<file path="src/rtl/op_arb_pkg.sv">
// op_arb_pkg: shared types and constants for the operator-unit arbiter
package op_arb_pkg;
  localparam int DATA_W_DEF = 32;
  localparam int OPC_W_DEF = 3;
  typedef enum logic [7:0] {
    IDLE    = 8'd0,
    ISSUE   = 8'd1,
    WAIT    = 8'd2,
    RESPOND = 8'd3
  } state_t;
  localparam logic [2:0] OPC_EQ  = 3'd0;
  localparam logic [2:0] OPC_ADD = 3'd1;
  localparam logic [2:0] OPC_SUB = 3'd2;
  localparam logic [2:0] OPC_AND = 3'd3;
  localparam logic [2:0] OPC_OR  = 3'd4;
  localparam logic [2:0] OPC_XOR = 3'd5;
endpackage

</file>
<file path="src/rtl/op_unit_arbiter_rr_picker.sv">
// rr_picker: finds the first active request at or after rr_ptr, wrapping modulo NUM_REQ
module rr_picker #(
  parameter int NUM_REQ = 4,
  localparam int GW = $clog2(NUM_REQ)
) (
  input  logic [NUM_REQ-1:0] req,
  input  logic [GW-1:0]      rr_ptr,
  output logic               any_req,
  output logic [GW-1:0]      g
);
  logic [GW-1:0] idx;
  always_comb begin
    any_req = |req;
    g = rr_ptr;
    idx = '0;
    // Scan farthest offset first so the nearest active request wins last.
    for (int i = NUM_REQ - 1; i >= 0; i--) begin
      idx = GW'((int'(rr_ptr) + i) % NUM_REQ);
      if (req[idx]) g = idx;
    end
  end
endmodule

</file>
<file path="src/rtl/op_unit_arbiter.sv">
// op_unit_arbiter: round-robin sharing of one multi-cycle operator unit among NUM_REQ clients.
// Define OP_UNIT_ARBITER_TIMEOUT_EN to add a WAIT watchdog answering with resp_err after TIMEOUT_CYCLES.
module op_unit_arbiter
  import op_arb_pkg::*;
#(
  parameter int NUM_REQ        = 4,
  parameter int DATA_W         = DATA_W_DEF,
  parameter int OPC_W          = OPC_W_DEF,
  parameter int TIMEOUT_CYCLES = 64
) (
  input  logic                      clk,
  input  logic                      reset,
  input  logic [NUM_REQ-1:0]        req_valid,
  output logic [NUM_REQ-1:0]        req_ready,
  input  logic [NUM_REQ*OPC_W-1:0]  req_op,
  input  logic [NUM_REQ*DATA_W-1:0] req_a,
  input  logic [NUM_REQ*DATA_W-1:0] req_b,
  output logic [NUM_REQ-1:0]        resp_valid,
  output logic [DATA_W-1:0]         resp_data,
  output logic                      resp_err,
  output logic                      op_start,
  output logic [OPC_W-1:0]          op_code,
  output logic [DATA_W-1:0]         op_a,
  output logic [DATA_W-1:0]         op_b,
  input  logic                      op_done,
  input  logic [DATA_W-1:0]         op_result
);
  localparam int GW = $clog2(NUM_REQ);
  state_t state_q, state_d;
  logic [GW-1:0] rr_ptr_q, rr_ptr_d, g_q, g_d, g;
  logic any_req, timeout;
  logic [OPC_W-1:0] op_code_q, op_code_d;
  logic [DATA_W-1:0] op_a_q, op_a_d, op_b_q, op_b_d, resp_data_q, resp_data_d;
  logic [NUM_REQ-1:0] resp_valid_q, resp_valid_d;
  logic resp_err_q, resp_err_d;
  rr_picker #(.NUM_REQ(NUM_REQ)) u_picker (
    .req(req_valid), .rr_ptr(rr_ptr_q), .any_req(any_req), .g(g)
  );
`ifdef OP_UNIT_ARBITER_TIMEOUT_EN
  localparam int CW = $clog2(TIMEOUT_CYCLES + 1);
  logic [CW-1:0] wait_cnt_q, wait_cnt_d;
  always_comb begin
    wait_cnt_d = state_q == WAIT ? wait_cnt_q + 1'b1 : '0;
    timeout = state_q == WAIT && wait_cnt_q == CW'(TIMEOUT_CYCLES - 1);
  end
  always_ff @(posedge clk) wait_cnt_q <= reset ? '0 : wait_cnt_d;
`else
  logic unused_timeout_cycles;
  assign unused_timeout_cycles = ^TIMEOUT_CYCLES;
  assign timeout = 1'b0;
`endif
  always_comb begin
    state_d = state_q;
    rr_ptr_d = rr_ptr_q;
    g_d = g_q;
    op_code_d = op_code_q;
    op_a_d = op_a_q;
    op_b_d = op_b_q;
    resp_data_d = resp_data_q;
    resp_err_d = resp_err_q;
    resp_valid_d = '0;
    req_ready = '0;
    case (state_q)
      IDLE: if (any_req) begin
        req_ready[g] = 1'b1;
        g_d = g;
        op_code_d = req_op[int'(g)*OPC_W +: OPC_W];
        op_a_d = req_a[int'(g)*DATA_W +: DATA_W];
        op_b_d = req_b[int'(g)*DATA_W +: DATA_W];
        state_d = ISSUE;
      end
      ISSUE: state_d = WAIT;
      WAIT: if (op_done || timeout) begin
        resp_data_d = op_done ? op_result : '0;
        resp_err_d = !op_done;
        state_d = RESPOND;
      end
      RESPOND: begin
        resp_valid_d[g_q] = 1'b1;
        rr_ptr_d = int'(g_q) == NUM_REQ - 1 ? '0 : g_q + 1'b1;
        state_d = IDLE;
      end
      default: state_d = IDLE;
    endcase
  end
  always_ff @(posedge clk) begin
    if (reset) begin
      state_q <= IDLE;
      rr_ptr_q <= '0;
      g_q <= '0;
      op_code_q <= '0;
      op_a_q <= '0;
      op_b_q <= '0;
      resp_data_q <= '0;
      resp_err_q <= 1'b0;
      resp_valid_q <= '0;
    end else begin
      state_q <= state_d;
      rr_ptr_q <= rr_ptr_d;
      g_q <= g_d;
      op_code_q <= op_code_d;
      op_a_q <= op_a_d;
      op_b_q <= op_b_d;
      resp_data_q <= resp_data_d;
      resp_err_q <= resp_err_d;
      resp_valid_q <= resp_valid_d;
    end
  end
  assign op_start = state_q == ISSUE;
  assign op_code = op_code_q;
  assign op_a = op_a_q;
  assign op_b = op_b_q;
  assign resp_data = resp_data_q;
  assign resp_err = resp_err_q;
  assign resp_valid = resp_valid_q;
endmodule

</file>
<file path="config.mk">
export PLATFORM = sky130hd
export DESIGN_NAME = op_unit_arbiter
export DESIGN_NICKNAME = d
export VERILOG_FILES = /design/src/rtl/op_arb_pkg.sv /design/src/rtl/op_unit_arbiter_rr_picker.sv /design/src/rtl/op_unit_arbiter.sv
export SDC_FILE = /design/constraint.sdc
export NUM_CORES = 1
export LEC_CHECK = 0
export BUFFER_PORTS_ARGS = -buffer_cell sky130_fd_sc_hd__buf_2
export CAP_MARGIN = 20
export CORE_AREA = 4 4 159 161
export CTS_CLUSTER_DIAMETER = 40
export DETAILED_ROUTE_END_ITERATION = 7
export DIE_AREA = 0 0 163 165
export GPL_TIMING_DRIVEN = 1
export SLEW_MARGIN = 20
export SYNTH_ARGS = -nofsm -noshare
export SYNTH_HDL_FRONTEND = slang
export SYNTH_SLANG_ARGS = --single-unit
</file>
<file path="constraint.sdc">
create_clock -name clk -period 4.4 [get_ports clk]
set_clock_uncertainty 0.15 [all_clocks]
set_input_delay 0.66 -clock clk [delete_from_list [all_inputs] [get_ports clk]]
set_output_delay 0.66 -clock clk [all_outputs]
set_load 0.05 [all_outputs]
</file>
After elaboration in Yosys (flattened, before gate mapping). Cells that the tools add are included.

Divide/modulo/power cells: 0. Multiply operators: 1. Magnitude comparators: 8. Reductions and logical operators: 9. Add/sub/neg operators: 4. Eq/ne operators: 6. Shifts and indexed selects: 3. Multiplexer cells: 22. Bitwise gates (word level): 1.

Operators by type and width (count): 128-bit by 8-bit indexed part select with 32-bit output (2); 8-bit case mux with 3 select lines (1); 2-bit by 3-bit less-than comparator with 1-bit output (second input constant) (6); 8-bit by 2-bit == test with 1-bit output (second input constant) (2); 8-bit 2-to-1 mux (2); 12-bit by 5-bit indexed part select with 3-bit output (1); 2-bit 2-to-1 mux (5); 1-bit binary-select mux with 2-bit select (4); 8-bit by 1-bit == test with 1-bit output (second input constant) (1); 8-bit logical NOT (1); 4-bit 2-to-1 mux (2); 1-bit 2-to-1 mux (6); 2-bit AND reduction (3); 2-bit by 1-bit adder with 2-bit output (second input constant) (2); 2-bit adder (second input constant) (2); 1-bit demux with 2-bit select (2); 2-bit by 1-bit >= comparator with 1-bit output (second input constant) (2); 2-bit by 2-bit multiplier with 4-bit output (second input constant) (1); 2-bit != test (second input constant) (2); 4-bit OR reduction (1); 2-bit by 1-bit == test with 1-bit output (second input constant) (1); 1-bit logical AND (2); 2-bit OR reduction (1); 1-bit logical NOT (1); 1-bit NOT (1).

Word-level logic and storage cells: 63. Memory bits (read-only): 0. Register bits after elaboration: 116. Memories: 0. RAM bits: 0. Bits in latches: 0.

Logic depth before layout (Yosys ltp). Gate-level depths: netlist (run 1).

Depth after elaboration: 13. Gate-level depth with buffers: 9.

By module. From an unflattened synthesis (run 1), not the netlist that was laid out.

Cells, all modules: 591. Area, all modules: 5566.6 um2.

Modules (own cells, without submodules): op_unit_arbiter (cells an instance 575, sequential area each 2202.1 um2, area each 5466.5 um2, instances 1); rr_picker (cells an instance 16, sequential area each 0.0 um2, area each 100.1 um2, instances 1).

Worst setup path before layout (run 1). Ideal clock, no wire load.

Path kind: input -> output. Start point: input port req_valid[2]. End point: output port req_ready[1]. Cell stages on the path: 7. Data arrival time: 2.364 ns. Slack: 1.226 ns. Cells stage by stage: or3b_1 > nand2_1 > nand3_1 > buf_2 > buf_6 > buf_4 > nor2_1.

Longest elaborated chain between the ends: 12. Elaborated cells on any way between the ends: 20. Classes of those cells: order compare: 2; mux: 16; reduce/logical: 2.

Ends and longest elaborated chain: start: declaration (RTL line op_unit_arbiter.sv:13) `input logic [NUM_REQ-1:0] req_valid,`; 1-bit binary-select mux with 2-bit select (RTL line op_unit_arbiter_rr_picker.sv:19) `if (req[idx]) g = idx;`; 1-bit 2-to-1 mux (implied by the code) (RTL line op_unit_arbiter_rr_picker.sv:19); 2-bit 2-to-1 mux (4 in series) (RTL line op_unit_arbiter_rr_picker.sv:19); 2-bit by 3-bit less-than comparator with 1-bit output (implied by the code) / 2-bit by 1-bit >= comparator with 1-bit output (equally long branches) (RTL line op_unit_arbiter.sv:65) `req_ready[g] = 1'b1;`; 1-bit logical AND (implied by the code) (RTL line op_unit_arbiter.sv:65); 1-bit 2-to-1 mux (implied by the code) (RTL line op_unit_arbiter.sv:65); 1-bit demux with 2-bit select (RTL line op_unit_arbiter.sv:65); 4-bit 2-to-1 mux (*) (RTL line op_unit_arbiter.sv:64) `IDLE: if (any_req) begin`; 4-bit 2-to-1 mux (*) (RTL line op_unit_arbiter.sv:63) `case (state_q)`; end: declaration (RTL line op_unit_arbiter.sv:14) `output logic [NUM_REQ-1:0] req_ready,`.

Mark *: on every way between the ends. The rest lies on a longest branch, timed or not. The select of a mux whose other input is x is not followed.

Worst setup path in the final report (run 1).
Start point: input port req_valid[2]. End point: output port req_ready[2].

Same word-level chain as after synthesis.

==> flow_metrics.env, run 1 <==
export IMPL_crit_required_ns=3.59
export IMPL_start_util=0.2428
export IMPL_syn_area_per_cell_um2=8.673
export IMPL_finalCriticalPeriod_ns=3.057
export IMPL_die_height_um=165
export IMPL_arrival_ns=2.25
export IMPL_drt_iter0_markers=483
export IMPL_pwr_share_clk=0.189
export IMPL_syn_nets=986
export IMPL_clockRootBuffer="clkbuf_16"
export IMPL_dieArea_um2=26900
export IMPL_syn_cell_area_um2=5819
export IMPL_yosysUniqueCellTypes=31
export IMPL_cts_buffers=9
export IMPL_critical_path_startpoint_type="input pin"
export IMPL_grt_pass1_wl_mm=33.89
export IMPL_comb_power_share=0.500
export IMPL_area_delta_synth_final_pct=45.80
export IMPL_synthFlopType="dfxtp_1"
export IMPL_fp_dieW_um=163
export IMPL_clk_path_buf_depth=2
export IMPL_timing_fmax_mhz=327.1
export IMPL_pwr_share_seq=0.310
export IMPL_period_share=0.6947
export IMPL_port_buffers=415
export IMPL_place_congestion=0.8100
export IMPL_routed_wl_mm=23.11
export IMPL_cellLeakagePower_nw=4.337
export IMPL_rsz0062_at_grt="false"
export IMPL_cp_max_fo=32
export IMPL_grt_use_met2=0.2702
export IMPL_hpwl_mm=17.55
export IMPL_clock_sinks=110
export IMPL_total_power_mw=4.470
export IMPL_synth_async_sr_flop_share=0
export IMPL_status="complete, no violations"
export IMPL_synth_area_leaders="dfxtp_1 (38%), mux2i_1 (18%), nand2_1 (8.9%), o221ai_1 (5.4%), a21o_1 (4.0%)"
export IMPL_gr_total_overflow=0
export IMPL_drive_gt1_frac=0.4290
export IMPL_layout_nets=1359
export IMPL_path_clk_slew_ns=0.08
export IMPL_final_common_cell="buf_2"
export IMPL_max_vdd_ir_drop_v=0.0002363
export IMPL_worstMarginPinSlew_ns=0.8350
export IMPL_ios=416
export IMPL_seq_area_frac_synth=0.3784
export IMPL_final_cell_mix="buf_2 (415), nand2_1 (137), dfxtp_1 (110)"
export IMPL_gr_usage_met3=0.04642
export IMPL_yosysTopAreaCell="dfxtp_1"
export IMPL_cts_setup_buffers=0
export IMPL_drc=0
export IMPL_antenna_found_initial=0
export IMPL_synth_top_cell_area_share=0.3784
export IMPL_wl_per_cell_um=16.83
export IMPL_rows=57
export IMPL_viasPerCell=4.761
export IMPL_via_count=6537
export IMPL_grt_pass1_vias=6238
export IMPL_synth_cells=671
export IMPL_fin_setup_tns_ns=0
export IMPL_ctsHoldBuffers=0
export IMPL_hold_violations=0
export IMPL_antenna_cells=0
export IMPL_synth_edf_count=0
export IMPL_clock_latency_ns=0.36
export IMPL_yosysWarnings=0
export IMPL_drv_slew=0
export IMPL_grt_max_degree=102
export IMPL_setup_violations_final=0
export IMPL_drt_pass1_iterations=4
export IMPL_final_util=0.3541
export IMPL_powerDensity_nw_per_um2=526.8
export IMPL_yosys_register_bits=110
export IMPL_netSwitchingPower_mw=2.183
export IMPL_maxCapViolCount=0
export IMPL_crit_path_end_kind="output port"
export IMPL_grtUsageTotal=0.1577
export IMPL_cts_htree_levels=3
export IMPL_critPathKind="in2out"
export IMPL_ant_nets=0
export IMPL_met1_usage=0.1899
export IMPL_p_int_mw=2.287
export IMPL_cts_tree="yes"
export IMPL_cts_resized=0
export IMPL_max_slew_margin=0.4420
export IMPL_busiest_layer="met2"
export IMPL_core_area_um2=23960
export IMPL_netSwitchingFraction=0.4884
export IMPL_hold_path_class="reg2reg"
per-stage QoR:
stage | instances | area (µm²) | hold WS [ns] | setup slack, ns
finish | 1373 | 8484 | 0.3039 | 1.343
global placement | 1357 | 8178 | 0.2885 | 1.335
global route | 1373 | 8484 | 0.3207 | 1.233
detailed placement | 1357 | 8178 | 0.2938 | 1.314
CTS | 1373 | 8482 | 0.3071 | 1.302
floorplan | 671 | 5819 | 0.3192 | 1.226
synth_stat cells, drive strengths merged (6+ instances only):
cell type	count
o211ai	31
ha	8
inv	6
o31ai	31
buf	26
dfxtp	110
mux2i	105
nand2	138
a21o	31
a21oi	35
clkbuf	39
nor2	15
and2	6
nand4	31
o221ai	36
area by class of cell:
cell class                 instances  area, µm²
fill                            2568      15480
multi-input combinational        490       3333
timing repair buffer             427       2217
sequential                       110       2202
tap                              324      405.4
clock buffer                       9      225.2
clock inverter                     7      78.83
inverter                           6      22.52
worst max-delay path, stage by stage:
cell,delay (ns)
buf_2,0.13
or3b_1,0.39
and2_1,0.16
buf_4,0.23
nor3_1,0.37
nor2_1,0.08
buf_2,0.22
path summary, 6_finish.rpt:
kind / to / slack (ns) / depth (start not counted) / startpoint
hold / removal: resp_data[31]$_SDFFE_PP0P_ / 0.30 / 2 / resp_data[31]$_SDFFE_PP0P_
setup / recovery: req_ready[2] / 1.34 / 7 / req_valid[2]
hold reg to reg: resp_data[31]$_SDFFE_PP0P_ / 0.30 / 2 / resp_data[31]$_SDFFE_PP0P_
setup reg to reg: op_b[1]$_SDFFE_PP0P_ / 1.73 / 7 / state_q[1]$_SDFFE_PP0P_
layer usage:
layer,part of all wire,routed length [µm]
met1,0.41,9566
met2,0.48,11160
met3,0.082,1884
met4,0.022,499
met5,0,0
power groups by stage:
stage / sequential (mW) / clock [mW] / combinational (mW)
after global placement: 1.40 / 0 / 2.24
after floorplan: 2.24 / 0 / 0.778
final: 1.39 / 0.846 / 2.24
after CTS: 1.39 / 0.891 / 2.26
after global routing: 1.42 / 0.927 / 2.38
after detailed placement: 1.41 / 0 / 2.26
logic make-up after synthesis:
group                      Yosys count  share of synthesized area
AOI/OAI and AO/OA                  174                     0.2172
buffers and inverters               71                    0.05418
muxes                              105                     0.1806
DFF                                110                     0.3784
adders and majority gates            8                    0.01720
and+or+nand+nor                    203                     0.1524
registers in the layout, indices dropped and copies added (netlist names):
signal and cells:
resp_data 32, g_q 2, resp_valid 4, op_b 32
op_a 32, state_q 2, op_code 3, rr_ptr_q 2
resp_err 1
(Power assumes the default switching activity.)
==> inputs of run 2 (changes only) <==
clock period = 3 ns   (was 4.4 ns; I/O delays follow)
==> run 2 against run 1 <==
  * Final area rose by 0.35%
  * Setup slack got worse by 0.97 ns
  * Routed wire length about the same
  * Via count about the same
  * Sequential share of layout area shrank 0.092 points
  * Sequential power increased by 47%
  * Critical endpoint is now req_ready[3]
  * Clock-buffer cell count is the same
  * Clock power rose by 50%
  * First-iteration DRC count shrank 6.0%
  * Hold slack got worse by 0.14 ns
==> flow_metrics.env, run 2 (synthesized netlist as in run 1, its figures left out) <==
export IMPL_status="complete, no violations"
export IMPL_antenna_cells=0
export IMPL_ctsHoldBuffers=0
export IMPL_drt_iter0_markers=454
export IMPL_core_area_um2=23960
export IMPL_placed_cell_area_um2=8198
export IMPL_setup_ws_ns=0.3714
export IMPL_total_power_mw=6.592
export IMPL_regArea_um2=2202
export IMPL_placedCellCount=1363
export IMPL_worstMarginPinSlew_ns=0.8072
export IMPL_cts_htree_levels=3
export IMPL_cts_buffers=9
export IMPL_final_cells=1379
export IMPL_layout_nets=1365
export IMPL_crit_path_end_kind="output port"
export IMPL_die_height_um=165
export IMPL_netSwitchingPower_mw=3.223
export IMPL_start_util=0.2428
export IMPL_maxCapViolCount=0
export IMPL_grt_max_degree=68
export IMPL_rsz0062_at_grt="false"
export IMPL_cellLeakagePower_nw=4.359
export IMPL_fp_dieW_um=163
export IMPL_clockRootBuffer="clkbuf_16"
export IMPL_comb_power_share=0.498
export IMPL_grt_pass1_vias=6453
export IMPL_drc=0
export IMPL_max_vdd_ir_drop_v=0.0003544
export IMPL_p_int_mw=3.369
export IMPL_path_clk_slew_ns=0.09
export IMPL_pwr_share_clk=0.193
export IMPL_timing_fmax_mhz=380.4
export IMPL_drive_gt1_frac=0.4313
export IMPL_routed_wl_mm=23.13
export IMPL_rows=57
export IMPL_ios=416
export IMPL_port_buffers=415
export IMPL_critical_path_startpoint_type="flop"
export IMPL_max_slew_margin=0.4619
export IMPL_fin_area_um2=8514
export IMPL_antenna_found_initial=0
export IMPL_finalHoldWorstSlack_ns=0.1688
export IMPL_cts_resized=0
export IMPL_grt_pass1_wl_mm=34.09
export IMPL_gr_total_overflow=0
export IMPL_final_common_cell="buf_2"
export IMPL_final_cell_mix="buf_2 (415), nand2_1 (138), dfxtp_1 (110)"
export IMPL_final_util=0.3553
export IMPL_wl_per_cell_um=16.77
export IMPL_viasPerCell=4.740
export IMPL_setup_violations_final=0
export IMPL_netSwitchingFraction=0.4890
export IMPL_finalCriticalPeriod_ns=2.629
export IMPL_hold_path_class="in2reg"
export IMPL_crit_required_ns=2.40
export IMPL_clock_sinks=110
export IMPL_fin_setup_tns_ns=0
export IMPL_hpwl_mm=17.79
export IMPL_clk_path_buf_depth=2
export IMPL_grtUsageTotal=0.1589
export IMPL_cp_max_fo=4
export IMPL_place_congestion=0.8065
export IMPL_cts_setup_buffers=0
export IMPL_pre_cts_ws_ns=0.5955
export IMPL_pwr_share_seq=0.309
export IMPL_drv_slew=0
export IMPL_dieArea_um2=26900
export IMPL_area_delta_synth_final_pct=46.31
export IMPL_via_count=6536
export IMPL_clock_latency_ns=0.36
export IMPL_arrival_ns=2.03
export IMPL_powerDensity_nw_per_um2=774.2
export IMPL_cts_tree="yes"
export IMPL_critPathKind="reg2out"
export IMPL_fill_cells=2553
export IMPL_drt_pass1_iterations=5
export IMPL_ant_nets=0
export IMPL_hold_violations=0
export IMPL_period_share=0.8762
export IMPL_multiInputGateArea_um2=3331
==> run 2: cell types whose count changed in the layout (fill, tap and decap cells not counted) <==
cell | previous run | this run
buf_4 | 8 | 16
clkinv_8 | 2 | 3
buf_12 | 4 | 2
clkinv_4 | 3 | 0
nand2_2 | 1 | 0
nand2_1 | 137 | 138
inv_8 | 1 | 3
==> run 2: layout make-up <==
cell class	instances	share of cell area
Clock inverter	7	0.01073
Inverter	6	0.002645
Multi-Input combinational cell	490	0.3912
Sequential cell	110	0.2586
Timing Repair Buffer	433	0.2627
Clock buffer	9	0.02645
Tap cell	324	0.04761
==> run 2: layer usage <==
layer	wire, µm	share of wire	vias up	GRT usage
li1	-	-	3218	-
met1	9322	0.40	2975	0.1936
met5	0	0	-	0
met3	2015	0.087	26	0.04143
met2	11240	0.49	317	0.2728
met4	549	0.024	0	0.05337
==> run 2: worst max-delay path, cell delays in order, from the launching register on <==
cell and delay, ns:
dfxtp_1 0.35, inv_1 0.09, ha_1 0.22, a21boi_1 0.39, nand3_1 0.22, nor2_1 0.14, buf_2 0.28
==> run 2: worst paths after layout <==
| path | from | endpoint | slack (ns) | cells past startpoint |
|---|---|---|---|---|
| worst min register to register | resp_data[31]$_SDFFE_PP0P_ | resp_data[31]$_SDFFE_PP0P_ | 0.30 | 2 |
| worst max register to register | state_q[0]$_SDFFE_PP0P_ | op_b[22]$_SDFFE_PP0P_ | 0.64 | 7 |
| worst max-delay path | state_q[0]$_SDFFE_PP0P_ | req_ready[3] | 0.37 | 6 |
| worst min-delay path | op_result[14] | resp_data[14]$_SDFFE_PP0P_ | 0.17 | 3 |
==> run 2: power groups by stage <==
stage          logic, mW  registers, mW  clock network, mW
2_1_floorplan       1.14           3.29                  0
3_3_place_gp        3.29           2.06                  0
3_5_place_dp        3.31           2.06                  0
4_1_cts             3.31           2.04               1.34
5_1_grt             3.50           2.08               1.39
6_report            3.28           2.04               1.27
==> inputs of run 3 (changes only) <==
clock period = 2.3 ns   (was 3 ns; I/O delays follow)
==> run 3 against run 2 <==
  * Combinational power increased by 37%
  * Sequential share of layout area is 0.63 points lower
  * Critical path depth stayed put
  * Final area is 2.9% higher
  * Clock-buffer cell count stayed put
  * Sequential power increased by 31%
  * Routed wire length grew 3.6%
  * Sequential cell count unchanged
==> flow_metrics.env, run 3 (synthesized netlist as in run 1, its figures left out) <==
export IMPL_rsz0062_at_grt="true"
export IMPL_start_util=0.2428
export IMPL_total_power_mw=8.859
export IMPL_drv_slew=0
export IMPL_cts_htree_levels=3
export IMPL_ant_nets=0
export IMPL_clock_sinks=110
export IMPL_grtUsageTotal=0.1643
export IMPL_crit_required_ns=1.80
export IMPL_comb_power_share=0.508
export IMPL_grt_pass1_vias=6411
export IMPL_ff2ff_setup_slack_ns=0.12
export IMPL_arrival_ns=1.70
export IMPL_cts_setup_buffers=0
export IMPL_fp_dieW_um=163
export IMPL_hold_depth=3
export IMPL_viasPerCell=4.731
export IMPL_antenna_cells=0
export IMPL_clock_latency_ns=0.36
export IMPL_finalCriticalPeriod_ns=2.196
export IMPL_max_vdd_ir_drop_v=0.0004312
export IMPL_grt_max_degree=40
export IMPL_path_clk_slew_ns=0.09
export IMPL_timing_fmax_mhz=455.5
export IMPL_placedCellCount=1378
export IMPL_worstMarginPinSlew_ns=0.3993
export IMPL_setup_violations_final=0
export IMPL_cp_max_fo=6
export IMPL_final_common_cell="buf_2"
export IMPL_cts_buffers=9
export IMPL_dieArea_um2=26900
export IMPL_hold_violations=0
export IMPL_clockRootBuffer="clkbuf_16"
export IMPL_slowest_stage="a2111o_1"
export IMPL_drt_iter0_markers=414
export IMPL_final_cell_mix="buf_2 (411), nand2_1 (138), dfxtp_1 (107)"
export IMPL_hold_path_class="in2reg"
export IMPL_wl_per_cell_um=17.19
export IMPL_netSwitchingFraction=0.4860
export IMPL_drc=0
export IMPL_final_util=0.3657
export IMPL_fin_setup_tns_ns=0
export IMPL_rows=57
export IMPL_area_delta_synth_final_pct=50.57
export IMPL_pwr_share_clk=0.191
export IMPL_period_share=0.9546
export IMPL_layout_nets=1380
export IMPL_cts_tree="yes"
export IMPL_pwr_share_seq=0.301
export IMPL_maxCapViolCount=0
export IMPL_holdPathEnd="resp_data[5]$_SDFFE_PP0P_"
export IMPL_fill_cells=2480
export IMPL_min_from="op_result[5]"
export IMPL_critPathKind="reg2out"
export IMPL_max_stage_delay_ns=0.45
export IMPL_clk_path_buf_depth=2
export IMPL_p_int_mw=4.554
export IMPL_timing_rr_start="rr_ptr_q[0]$_SDFFE_PP0N_"
export IMPL_netSwitchingPower_mw=4.306
export IMPL_powerDensity_nw_per_um2=1011
export IMPL_path_cells="nor2_1 > a2111o_1 > nand2_1 > nand2_1 > nor2_1 > buf_6"
export IMPL_routed_wl_mm=23.97
export IMPL_r2r_end="op_b[18]$_SDFFE_PP0P_"
export IMPL_status="complete, no violations"
export IMPL_place_congestion=0.8145
export IMPL_critical_path_startpoint_type="flop"
export IMPL_max_slew_margin=0.7338
export IMPL_gr_total_overflow=0
export IMPL_grt_pass1_wl_mm=34.93
export IMPL_fin_area_um2=8762
export IMPL_cellLeakagePower_nw=4.468
export IMPL_via_count=6595
export IMPL_drive_gt1_frac=0.4495
export IMPL_drt_pass1_iterations=4
export IMPL_port_buffers=415
export IMPL_ios=416
export IMPL_final_cells=1394
export IMPL_r2r_worst_path_cells=7
export IMPL_antenna_found_initial=0
export IMPL_hpwl_mm=18.36
export IMPL_die_height_um=165
export IMPL_core_area_um2=23960
export IMPL_crit_path_end_kind="output port"
export IMPL_placed_cell_area_um2=8391
run 3: cell types whose count changed in the layout (fill, tap and decap cells not counted), sizes merged:
cell | previous run | this run
buf | 433 | 448
inv | 10 | 11
clkinv | 3 | 2
run 3: how the worst max path moves through the flow:
stage	from	to	slack, ns	depth (start not counted)
after floorplan	req_valid[2]	req_ready[1]	-0.02	7
after global placement	req_valid[2]	op_b[18]$_SDFFE_PP0P_	-0.009	8
after detailed placement	req_valid[1]	op_b[18]$_SDFFE_PP0P_	-0.04	8
after CTS	rr_ptr_q[0]$_SDFFE_PP0N_	req_ready[2]	0.002	5
after global routing	rr_ptr_q[0]$_SDFFE_PP0N_	req_ready[0]	-0.01	7
final	rr_ptr_q[1]$_SDFFE_PP0N_	req_ready[0]	0.10	6
run 3: critical path: cells and delay by family, from the launching register on:
| kind | cells | cell delay [ns] |
|---|---|---|
| flops | 1 | 0.38 |
| buf+inv | 1 | 0.17 |
| compound gates | 1 | 0.45 |
| simple gates | 4 | 0.35 |
run 3: what timing repair did:
action | in CTS | in global routing
endpoints found under the setup margin | 4 | 4
endpoints found under the hold margin | 0 | 0
hold buffers | 0 | 0
pin swaps | 0 | 2
resized for setup | 6 | 12
run 3: layout make-up:
class / count / area [µm²] / share of cell area
Clock inverter: 7 / 91.34 / 0.01042
Multi-Input combinational cell: 490 / 3368 / 0.3844
Tap cell: 324 / 405.4 / 0.04627
Inverter: 6 / 22.52 / 0.002570
Timing Repair Buffer: 448 / 2439 / 0.2783
Sequential cell: 110 / 2211 / 0.2523
Clock buffer: 9 / 225.2 / 0.02570
run 3: metrics by stage:
stage / setup slack (ns) / hold slack [ns]
2_1_floorplan: -0.02185 / 0.3192
3_3_place_gp: -0.008549 / 0.2883
3_5_place_dp: -0.03647 / 0.2931
4_1_cts: 0.001654 / 0.03957
5_1_grt: -0.01199 / 0.04489
6_report: 0.1044 / 0.06296
run 3: power groups by stage:
stage / clock network (mW) / logic [mW] / registers (mW)
floorplan: 0 / 1.49 / 4.29
finish: 1.69 / 4.50 / 2.67
global placement: 0 / 4.44 / 2.70
global route: 1.85 / 4.78 / 2.74
CTS: 1.77 / 4.49 / 2.66
detailed placement: 0 / 4.48 / 2.69
run 3: routing by layer:
metal | track usage | wire, µm
met5 | 0 | 0
met4 | 0.05490 | 597
met3 | 0.04118 | 1805
met2 | 0.2872 | 11730
met1 | 0.1972 | 9836
